==> src/rtl/algo_1r1rw_b35_scrub_ctrl.sv <==
// Background ECC scrubber and port sharer for the 1R1RW b35 memory top; host traffic always wins.
// Optional: ALGO_1R1RW_SCRUB_DERR_HALT_EN parks the scrubber in HALT after a double-bit error.
module algo_1r1rw_b35_scrub_ctrl #(
   parameter int WIDTH    = 32,
   parameter int BITADDR  = 13,
   parameter int NUMADDR  = 8192,
   parameter int DELAY    = 4,
   parameter int SCRBINTV = 16,
   parameter int BITINTV  = 8
) (
   input  logic               clk,
   input  logic               rst,
   input  logic               ready,
   input  logic               scrub_en,
   input  logic               h_read,
   input  logic [BITADDR-1:0] h_rd_adr,
   output logic               h_rd_vld,
   output logic [WIDTH-1:0]   h_rd_dout,
   output logic               h_rd_serr,
   output logic               h_rd_derr,
   input  logic               h_rw_write,
   input  logic               h_rw_read,
   input  logic [BITADDR-1:0] h_rw_addr,
   input  logic [WIDTH-1:0]   h_rw_din,
   output logic               read,
   output logic [BITADDR-1:0] rd_adr,
   input  logic               rd_vld,
   input  logic [WIDTH-1:0]   rd_dout,
   input  logic               rd_serr,
   input  logic               rd_derr,
   output logic               rw_read,
   output logic               rw_write,
   output logic [BITADDR-1:0] rw_addr,
   output logic [WIDTH-1:0]   rw_din,
   output logic [15:0]        serr_cnt,
   output logic [15:0]        derr_cnt,
   output logic [BITADDR-1:0] derr_adr,
   output logic               pass_done,
   output logic               scrub_busy
);

   localparam logic [2:0] IDLE  = 3'd0;
   localparam logic [2:0] WAIT  = 3'd1;
   localparam logic [2:0] ISSUE = 3'd2;
   localparam logic [2:0] PEND  = 3'd3;
   localparam logic [2:0] WBACK = 3'd4;
   localparam logic [2:0] NEXT  = 3'd5;
`ifdef ALGO_1R1RW_SCRUB_DERR_HALT_EN
   localparam logic [2:0] HALT  = 3'd6;
   localparam logic [2:0] DERR_NEXT = HALT;
`else
   localparam logic [2:0] DERR_NEXT = NEXT;
`endif

   logic [2:0]         state;
   logic [BITADDR-1:0] ptr;
   logic [BITINTV-1:0] icnt;
   logic [WIDTH-1:0]   wb_data;
   logic               cancel;
   logic [DELAY-1:0]   tag_v, tag_h, tag_v_nxt, tag_h_nxt;
   logic               run, scrub_rd, scrub_ret, host_rw, hazard, wb_fire;
   logic               last_adr, intv_done, halted;

   assign run       = scrub_en & ready;
   assign scrub_rd  = run & (state == ISSUE) & ~h_read;
   assign read      = h_read | scrub_rd;
   assign rd_adr    = h_read ? h_rd_adr : (scrub_rd ? ptr : '0);

   assign h_rd_vld  = rd_vld & tag_v[DELAY-1] & tag_h[DELAY-1];
   assign h_rd_dout = h_rd_vld ? rd_dout : '0;
   assign h_rd_serr = h_rd_vld & rd_serr;
   assign h_rd_derr = h_rd_vld & rd_derr;
   assign scrub_ret = rd_vld & tag_v[DELAY-1] & ~tag_h[DELAY-1];

   assign host_rw   = h_rw_read | h_rw_write;
   assign hazard    = h_rw_write & (h_rw_addr == ptr);
   assign wb_fire   = run & (state == WBACK) & ~host_rw;
   assign rw_read   = h_rw_read;
   assign rw_write  = h_rw_write | wb_fire;
   assign rw_addr   = host_rw ? h_rw_addr : (wb_fire ? ptr : '0);
   assign rw_din    = host_rw ? h_rw_din : (wb_fire ? wb_data : '0);

   assign last_adr   = (ptr == BITADDR'(NUMADDR - 1));
   // Leave WAIT on the cycle the counter becomes SCRBINTV-1 so the issue lands SCRBINTV cycles after enable.
   assign intv_done  = (32'(icnt) + 32'd1) >= 32'(SCRBINTV - 1);
   assign scrub_busy = (state != IDLE);
`ifdef ALGO_1R1RW_SCRUB_DERR_HALT_EN
   assign halted = (state == HALT);
`else
   assign halted = 1'b0;
`endif

   // Scrub-owned tags are dropped while disabled so a stale return can never reach a later PEND.
   always_comb begin
      tag_v_nxt    = '0;
      tag_h_nxt    = '0;
      tag_v_nxt[0] = read;
      tag_h_nxt[0] = h_read;
      for (int unsigned i = 1; i < DELAY; i++) begin
         tag_v_nxt[i] = tag_v[i-1];
         tag_h_nxt[i] = tag_h[i-1];
      end
      if (!run) tag_v_nxt = tag_v_nxt & tag_h_nxt;
   end

   always_ff @(posedge clk) begin
      if (rst) begin
         tag_v <= '0;
         tag_h <= '0;
      end else begin
         tag_v <= tag_v_nxt;
         tag_h <= tag_h_nxt;
      end
   end

   always_ff @(posedge clk) begin
      if (rst) begin
         state     <= IDLE;
         ptr       <= '0;
         icnt      <= '0;
         wb_data   <= '0;
         cancel    <= 1'b0;
         serr_cnt  <= '0;
         derr_cnt  <= '0;
         derr_adr  <= '0;
         pass_done <= 1'b0;
      end else begin
         pass_done <= 1'b0;
         if (halted) begin
            if (!scrub_en) state <= IDLE;
         end else if (!run) begin
            state <= IDLE;
         end else begin
            case (state)
               IDLE: begin
                  icnt  <= '0;
                  state <= WAIT;
               end
               WAIT: begin
                  icnt <= icnt + 1'b1;
                  if (intv_done) state <= ISSUE;
               end
               ISSUE: if (!h_read) begin
                  cancel <= 1'b0;
                  state  <= PEND;
               end
               PEND: begin
                  if (hazard) cancel <= 1'b1;
                  if (scrub_ret) begin
                     if (rd_derr) begin
                        if (derr_cnt != '1) derr_cnt <= derr_cnt + 1'b1;
                        derr_adr <= ptr;
                        state    <= DERR_NEXT;
                     end else if (rd_serr) begin
                        if (serr_cnt != '1) serr_cnt <= serr_cnt + 1'b1;
                        wb_data <= rd_dout;
                        state   <= (cancel | hazard) ? NEXT : WBACK;
                     end else begin
                        state <= NEXT;
                     end
                  end
               end
               WBACK: if (hazard || !host_rw) state <= NEXT;
               NEXT: begin
                  ptr       <= last_adr ? '0 : ptr + 1'b1;
                  pass_done <= last_adr;
                  icnt      <= '0;
                  state     <= WAIT;
               end
               default: state <= IDLE;
            endcase
         end
      end
   end

endmodule
==> config.mk <==
export PLATFORM = sky130hd
export DESIGN_NAME = algo_1r1rw_b35_scrub_ctrl
export DESIGN_NICKNAME = d
export VERILOG_FILES = /design/src/rtl/algo_1r1rw_b35_scrub_ctrl.sv
export SDC_FILE = /design/constraint.sdc
export NUM_CORES = 1
export LEC_CHECK = 0
export ABC_AREA = 1
export CAP_MARGIN = 0
export CORE_ASPECT_RATIO = 0.6
export CORE_MARGIN = 2
export CORE_UTILIZATION = 40
export CTS_BUF_LIST = sky130_fd_sc_hd__clkbuf_16
export DETAILED_ROUTE_END_ITERATION = 10
export PLACE_DENSITY = 0.77
export SYNTH_ARGS = -nofsm -noshare
export SYNTH_HDL_FRONTEND = slang
export SYNTH_SLANG_ARGS = --single-unit
export TNS_END_PERCENT = 5
==> constraint.sdc <==
create_clock -name clk -period 1.6 [get_ports clk]
set_input_delay 0.4 -clock clk [delete_from_list [all_inputs] [get_ports clk]]
set_output_delay 0.4 -clock clk [all_outputs]
set_load 0.005 [all_outputs]
==> results.json <==
{
  "fin_crit_sh_pct": 132,
  "cp.required_ps": 1200,
  "tns_ps": -38310,
  "die_w_um": 166,
  "worstSkewPairLatency_ps": 350,
  "cts_sinks": 111,
  "hp-class": "reg2reg",
  "muxShareOfSynthArea_pct": 0,
  "rsz0062_at_grt": "yes",
  "worst_slack_ps": -511,
  "area_growth_pct": 72.4,
  "start_util_pct": 41.0,
  "crit_path_start_kind": "input pin",
  "clock_skew_ps": 15.5,
  "drtIter0Drc": 652,
  "synth_fa_ha_area_share_pct": 0.996,
  "synth_compound_area_share_pct": 17.3,
  "port_buffers": 242,
  "dieArea_sq_um": 16700,
  "post-dp-hpwl_um": 17700,
  "top_level_ports": 243,
  "final_common_cell": "nand2_1",
  "viasPerCell": 5.07,
  "synth-simple-area-share_pct": 31.5,
  "tightest_slew_ps": 505,
  "ant_nets": 0,
  "power-per-cell-area_nw_per_um2": 573,
  "ir_drop_uv": 437,
  "overflow": 0,
  "rows": 35,
  "cp_max_fo": 8,
  "syn_area_per_cell_sq_um": 6.38,
  "grt_pass1_vias": 7256,
  "arrival_ps": 1710,
  "synth-xor-area-share_pct": 2.51,
  "crit_family": "buffers and inverters",
  "cap_violations": 0,
  "layout-drive-gt1-share_pct": 34.4,
  "finalPower_mw": 6.20,
  "hold_buffers": 0,
  "timing.final.max_slew_violations": 0,
  "cts_tree": "done",
  "synth_area_sq_um": 6280,
  "die_h_um": 101,
  "slowest_delay_ps": 240,
  "dr_total_vias": 7937,
  "ctsHtreeMaxLevel": 3,
  "ys.flop_type": "dfxtp_1",
  "gp_congestion": 0.957,
  "syn-instance-count": 984,
  "wl_per_cell_um": 16.1,
  "fmax_mhz": 474,
  "final_cell_mix": "nand2_1, inv_1, buf_4",
  "grt.total_usage_pct": 28.2,
  "grt_max_degree": 65,
  "path_buf_inv": 7,
  "antenna_found_initial": 1,
  "synth_edf_count": 0,
  "min_period_ps": 2110,
  "path_cells": "clkdlybuf4s15_1 -> inv_1 -> nor3_4 -> clkinv_4 -> buf_12 -> buf_8 -> buf_16 -> nor2_1 -> buf_2",
  "fillers": 1258,
  "worst-setup-path-type": "in2out",
  "numCtsBuffers": 9,
  "leakagePower_nw": 5.12,
  "synth_top_family_by_area": "simple AND/OR/NAND/NOR gates",
  "cp-end-kind": "output pin",
  "yosysSeqAreaShare_pct": 35.4,
  "slowest_stage": "clkdlybuf4s15_1",
  "clkTransAtPathRegs_ps": 80,
  "grtUsageMet1_pct": 38.3,
  "clockBufferDepth": 2,
  "nets": 1461,
  "use_met3_pct": 8.32,
  "final_hold_viol_count": 0,
  "totalWireLength_um": 25200,
  "yosysWarningCount": 0,
  "grt_pass1_wl_um": 37900,
  "syn-num-nets": 1089,
  "hold_ws_ps": 417,
  "grt_use_met2_pct": 44.2,
  "core_sq_um": 15300,
  "synthDistinctLibCells": 40,
  "drc": 0,
  "finalSetupViolations": 104,
  "ys_seq_elements": 111,
  "grt.busiest_layer": "met2",
  "relSlewSlack_pct": 66.0,
  "run_status": "complete, but fails checks",
  "cts_root_buffer": "clkbuf_16",
  "dr.pass1.iters": 5,
  "failed_checks": "negative setup slack",
  "async_flop_share_pct": 0
}
[kinds of logic after synthesis]
family                   after synthesis
adder cells (fa/ha/maj)                5
AO/OA/AOI/OAI                        209
flip-flops                           111
XOR/XNOR                              18
buffers and inverters                198
AND/OR/NAND/NOR                      443
[repair_timing]
action,in CTS,in global routing
setup buffers,17,2
setup endpoints to repair,184,200
resized for setup,610,119
pin swaps,8,7
cloned,6,0
[final cells by class]
| cell class | count | area (sq um) | area share, % |
|---|---|---|---|
| flip-flops and latches | 111 | 2300 | 21.3 |
| clock inverters | 7 | 106 | 0.983 |
| clock buffers | 9 | 225 | 2.08 |
| inverters | 163 | 629 | 5.82 |
| diodes | 2 | 5.00 | 0.0462 |
| well taps | 203 | 254 | 2.35 |
| multi-input cells | 675 | 3860 | 35.7 |
| repair buffers | 396 | 3440 | 31.8 |
[final timing paths]
kind	start	end	slack, ps	cells after the start
max	rd_vld	h_rd_dout[16]	-510	9
min	tag_v[2]$_SDFF_PP0_	tag_v[3]$_SDFF_PP0_	420	2
max reg2reg	icnt[0]$_SDFFE_PP0P_	state[1]$_SDFFE_PP0P_	-110	13
min reg2reg	tag_v[2]$_SDFF_PP0_	tag_v[3]$_SDFF_PP0_	420	2
[cells in the mapped netlist, types with 4 or more instances]
library cell | instances | area [sq um]
nand2_1 | 203 | 762
inv_2 | 6 | 22.5
xor2_1 | 10 | 87.6
buf_2 | 5 | 25.0
xnor2_1 | 8 | 70.1
a21oi_1 | 84 | 420
inv_1 | 153 | 574
clkbuf_1 | 25 | 93.8
nand4_1 | 18 | 113
nor3_2 | 4 | 40.0
nand3_1 | 52 | 260
o22ai_1 | 14 | 87.6
buf_4 | 4 | 30.0
nor3b_1 | 4 | 30.0
dfxtp_1 | 111 | 2220
nor3_1 | 22 | 110
o21ai_1 | 7 | 35.0
ha_1 | 5 | 62.6
o21ai_0 | 98 | 490
nor2_1 | 117 | 439
[through the flow]
step	setup slack [ps]	area, sq um	cells	util [%]
after global routing	-568	10800	1564	70.6
after CTS	-511	10600	1562	68.8
after floorplan	-45.5	6330	984	-
after global placement	-1090	9920	1523	64.7
final	-511	10800	1566	70.6
after detailed placement	-1100	9920	1523	64.7
[state kept, by name, indices dropped and copies added (netlist names)]
name / flops
tag_h: 4
state: 3
derr_adr: 13
wb_data: 32
serr_cnt: 16
icnt: 8
pass_done: 1
cancel: 1
derr_cnt: 16
ptr: 13
tag_v: 4
[report_power, final]
part | internal [mW] | switching, mW | total (mW)
sequential | 2.75 | 0.00369 | 2.75
clock | 1.40 | 1.10 | 2.50
combinational | 0.512 | 0.439 | 0.951
[tightest hold or removal path: stages (launching register included)]
cell and delay, ps:
dfxtp_1 300, nand2_1 50, a21oi_1 40
[metal layers]
layer | up-vias | wire length (um)
met5 | - | 0
met4 | 0 | 537
met3 | 41 | 2070
met2 | 320 | 11300
met1 | 3671 | 11300
li1 | 3905 | -
No activity file was read; power rests on OpenSTA's default activity.
==> variant (config.mk and constraints unchanged) <==
Add a define of `ALGO_1R1RW_SCRUB_DERR_HALT_EN`.
--- a/src/rtl/algo_1r1rw_b35_scrub_ctrl.sv
+++ b/src/rtl/algo_1r1rw_b35_scrub_ctrl.sv
@@ -1,5 +1,7 @@
 // Background ECC scrubber and port sharer for the 1R1RW b35 memory top; host traffic always wins.
 // Optional: ALGO_1R1RW_SCRUB_DERR_HALT_EN parks the scrubber in HALT after a double-bit error.
+`define ALGO_1R1RW_SCRUB_DERR_HALT_EN
+
 module algo_1r1rw_b35_scrub_ctrl #(
    parameter int WIDTH    = 32,
    parameter int BITADDR  = 13,
Function: no difference found for any inputs over 4 cycles, from zero or initial values and one cycle with rst high; that may be too few to reach the edited logic, so the function may still have changed.
==> variant against the original RTL <==
The run still ends with setup timing left. Register-to-register slack worse by 130 ps. Worst setup slack got worse by 61 ps. Routed wire length is 7.8% higher. Area after synthesis up 5.3%. Critical path depth stayed put. Sequential power up 1%. Final area is 8.2% higher. Power shrank 2.6%. Sequential cell count unchanged. Largest cell class unchanged. Highest routed layer unchanged.
==> variant: results (changes against the original RTL) <==
| Metric | Value |
|---|---|
| Status | `complete, but fails checks (unchanged)` |
| Violations in the final reports | `setup timing (unchanged)` |
| Placed cells | `1589 (was 1523)` |
| Sequential share of the synthesized area | `0.3362 (was 0.3539)` |
| Setup Skew | `10.31 ps (was 15.54 ps)` |
| Total track usage | `0.2949 (was 0.2817)` |
| Register Area | `2285 um2 (was 2302 um2)` |
| Initial antenna violation count | `0 (was 1)` |
| Vias per inst | `5.236 (was 5.068)` |
| RePlAce Congestion | `0.9612 (was 0.9571)` |
| Synthesized Nets | `1098 (was 1089)` |
| Final TNS setup | `-52970 ps (was -38310 ps)` |
| Maximum VDD drop | `432.8 uV (was 437.0 uV)` |
| Dpl hpwl | `19.18 mm (was 17.67 mm)` |
| Routed wire length | `27.16 mm (was 25.20 mm)` |
| Syn Inst Count | `993 (was 984)` |
| Reg-to-Reg Start | `state[1]$_SDFFE_PP0P_ (was icnt[0]$_SDFFE_PP0P_)` |
| Top cells by count, synth | `214 x nand2_1, 119 x inv_1, 111 x dfxtp_1, 104 x nor2_1, 79 x nand3_1 (was 203 x nand2_1, 153 x inv_1, 117 x nor2_1, 111 x dfxtp_1, 98 x o21ai_0)` |
| DP Area | `10640 um2 (was 9916 um2)` |
| Leak | `5.350 nW (was 5.115 nW)` |
| Setup violations, final | `186 (was 104)` |
| Worst Setup EP | `rw_write (was h_rd_dout[16])` |
| Drt wl/cell | `16.57 um (was 16.09 um)` |
| R2r setup slk | `-240 ps (was -110 ps)` |
| Fin nets | `1530 (was 1461)` |
| WP data arrival | `1770 ps (was 1710 ps)` |
| Top cells by area, synth | `dfxtp_1 34%, nand2_1 12%, inv_1 6.8%, nand3_1 6.0%, nor2_1 5.9% (was dfxtp_1 35%, nand2_1 12%, inv_1 9.1%, o21ai_0 7.8%, nor2_1 7.0%)` |
| Final setup margin | `-571.5 ps (was -510.7 ps)` |
[variant: timing repair]
item,CTS,global route
endpoints found under the setup margin,240,197
pin swaps,15,42
cloned,2,1
resized for setup,506,151
endpoints found under the hold margin,0,0
setup buffers,32,7
[variant: metrics by stage]
stage	setup WS [ps]	total power, mW
2_1_floorplan	-68.83	3.194
3_3_place_gp	-1088	3.898
3_5_place_dp	-1168	3.907
4_1_cts	-612.5	5.998
5_1_grt	-654.4	6.260
6_report	-571.5	6.041
[variant: kinds of logic after synthesis]
logic type	share of synthesized area
and+or+nand+nor	0.3237
AOI/OAI and AO/OA	0.2003
buffers and inverters	0.1105
DFF	0.3362
xor gates and xnor gates	0.01988
adders and majority gates	0.009464
[variant: layer usage]
layer	part of all wire	global-route usage	vias to the layer above
li1	-	-	4121
met1	0.46	0.4285	4024
met2	0.44	0.4566	393
met3	0.073	0.05388	43
met4	0.019	0.06044	0
met5	0	0	-
[variant: area by class of cell]
| type | count | area share |
|---|---|---|
| clock inverter | 7 | 0.004168 |
| inverter | 123 | 0.04030 |
| clock buffer | 9 | 0.01924 |
| tap | 209 | 0.02234 |
| multi-input combinational | 714 | 0.3604 |
| timing repair buffer | 466 | 0.3584 |
| sequential | 111 | 0.1952 |
[variant: report_power, final]
part	total (mW)	switching, mW	internal, mW
clock	2.16	1.10	1.07
combinational	1.09	0.506	0.586
sequential	2.79	0.0193	2.77
[variant: how the worst min path moves through the flow]
stage / start / end / slack (ps) / cells past startpoint
after CTS: tag_v[1]$_SDFF_PP0_ / tag_v[2]$_SDFF_PP0_ / 430 / 2
final: tag_v[1]$_SDFF_PP0_ / tag_v[2]$_SDFF_PP0_ / 430 / 2
after global placement: tag_v[1]$_SDFF_PP0_ / tag_v[2]$_SDFF_PP0_ / 410 / 2
after floorplan: tag_v[0]$_SDFF_PP0_ / tag_v[1]$_SDFF_PP0_ / 410 / 2
after detailed placement: tag_v[0]$_SDFF_PP0_ / tag_v[1]$_SDFF_PP0_ / 420 / 2
after global routing: tag_v[1]$_SDFF_PP0_ / tag_v[2]$_SDFF_PP0_ / 440 / 2
[variant: worst max-delay path: stages (launching register included)]
cell	delay [ps]
dfxtp_4	380
nor2_4	130
nand2_4	60
nor2_4	140
buf_4	120
buf_4	100
nand2_2	50
buf_12	160
nand2_1	60
clkdlybuf4s15_2	200
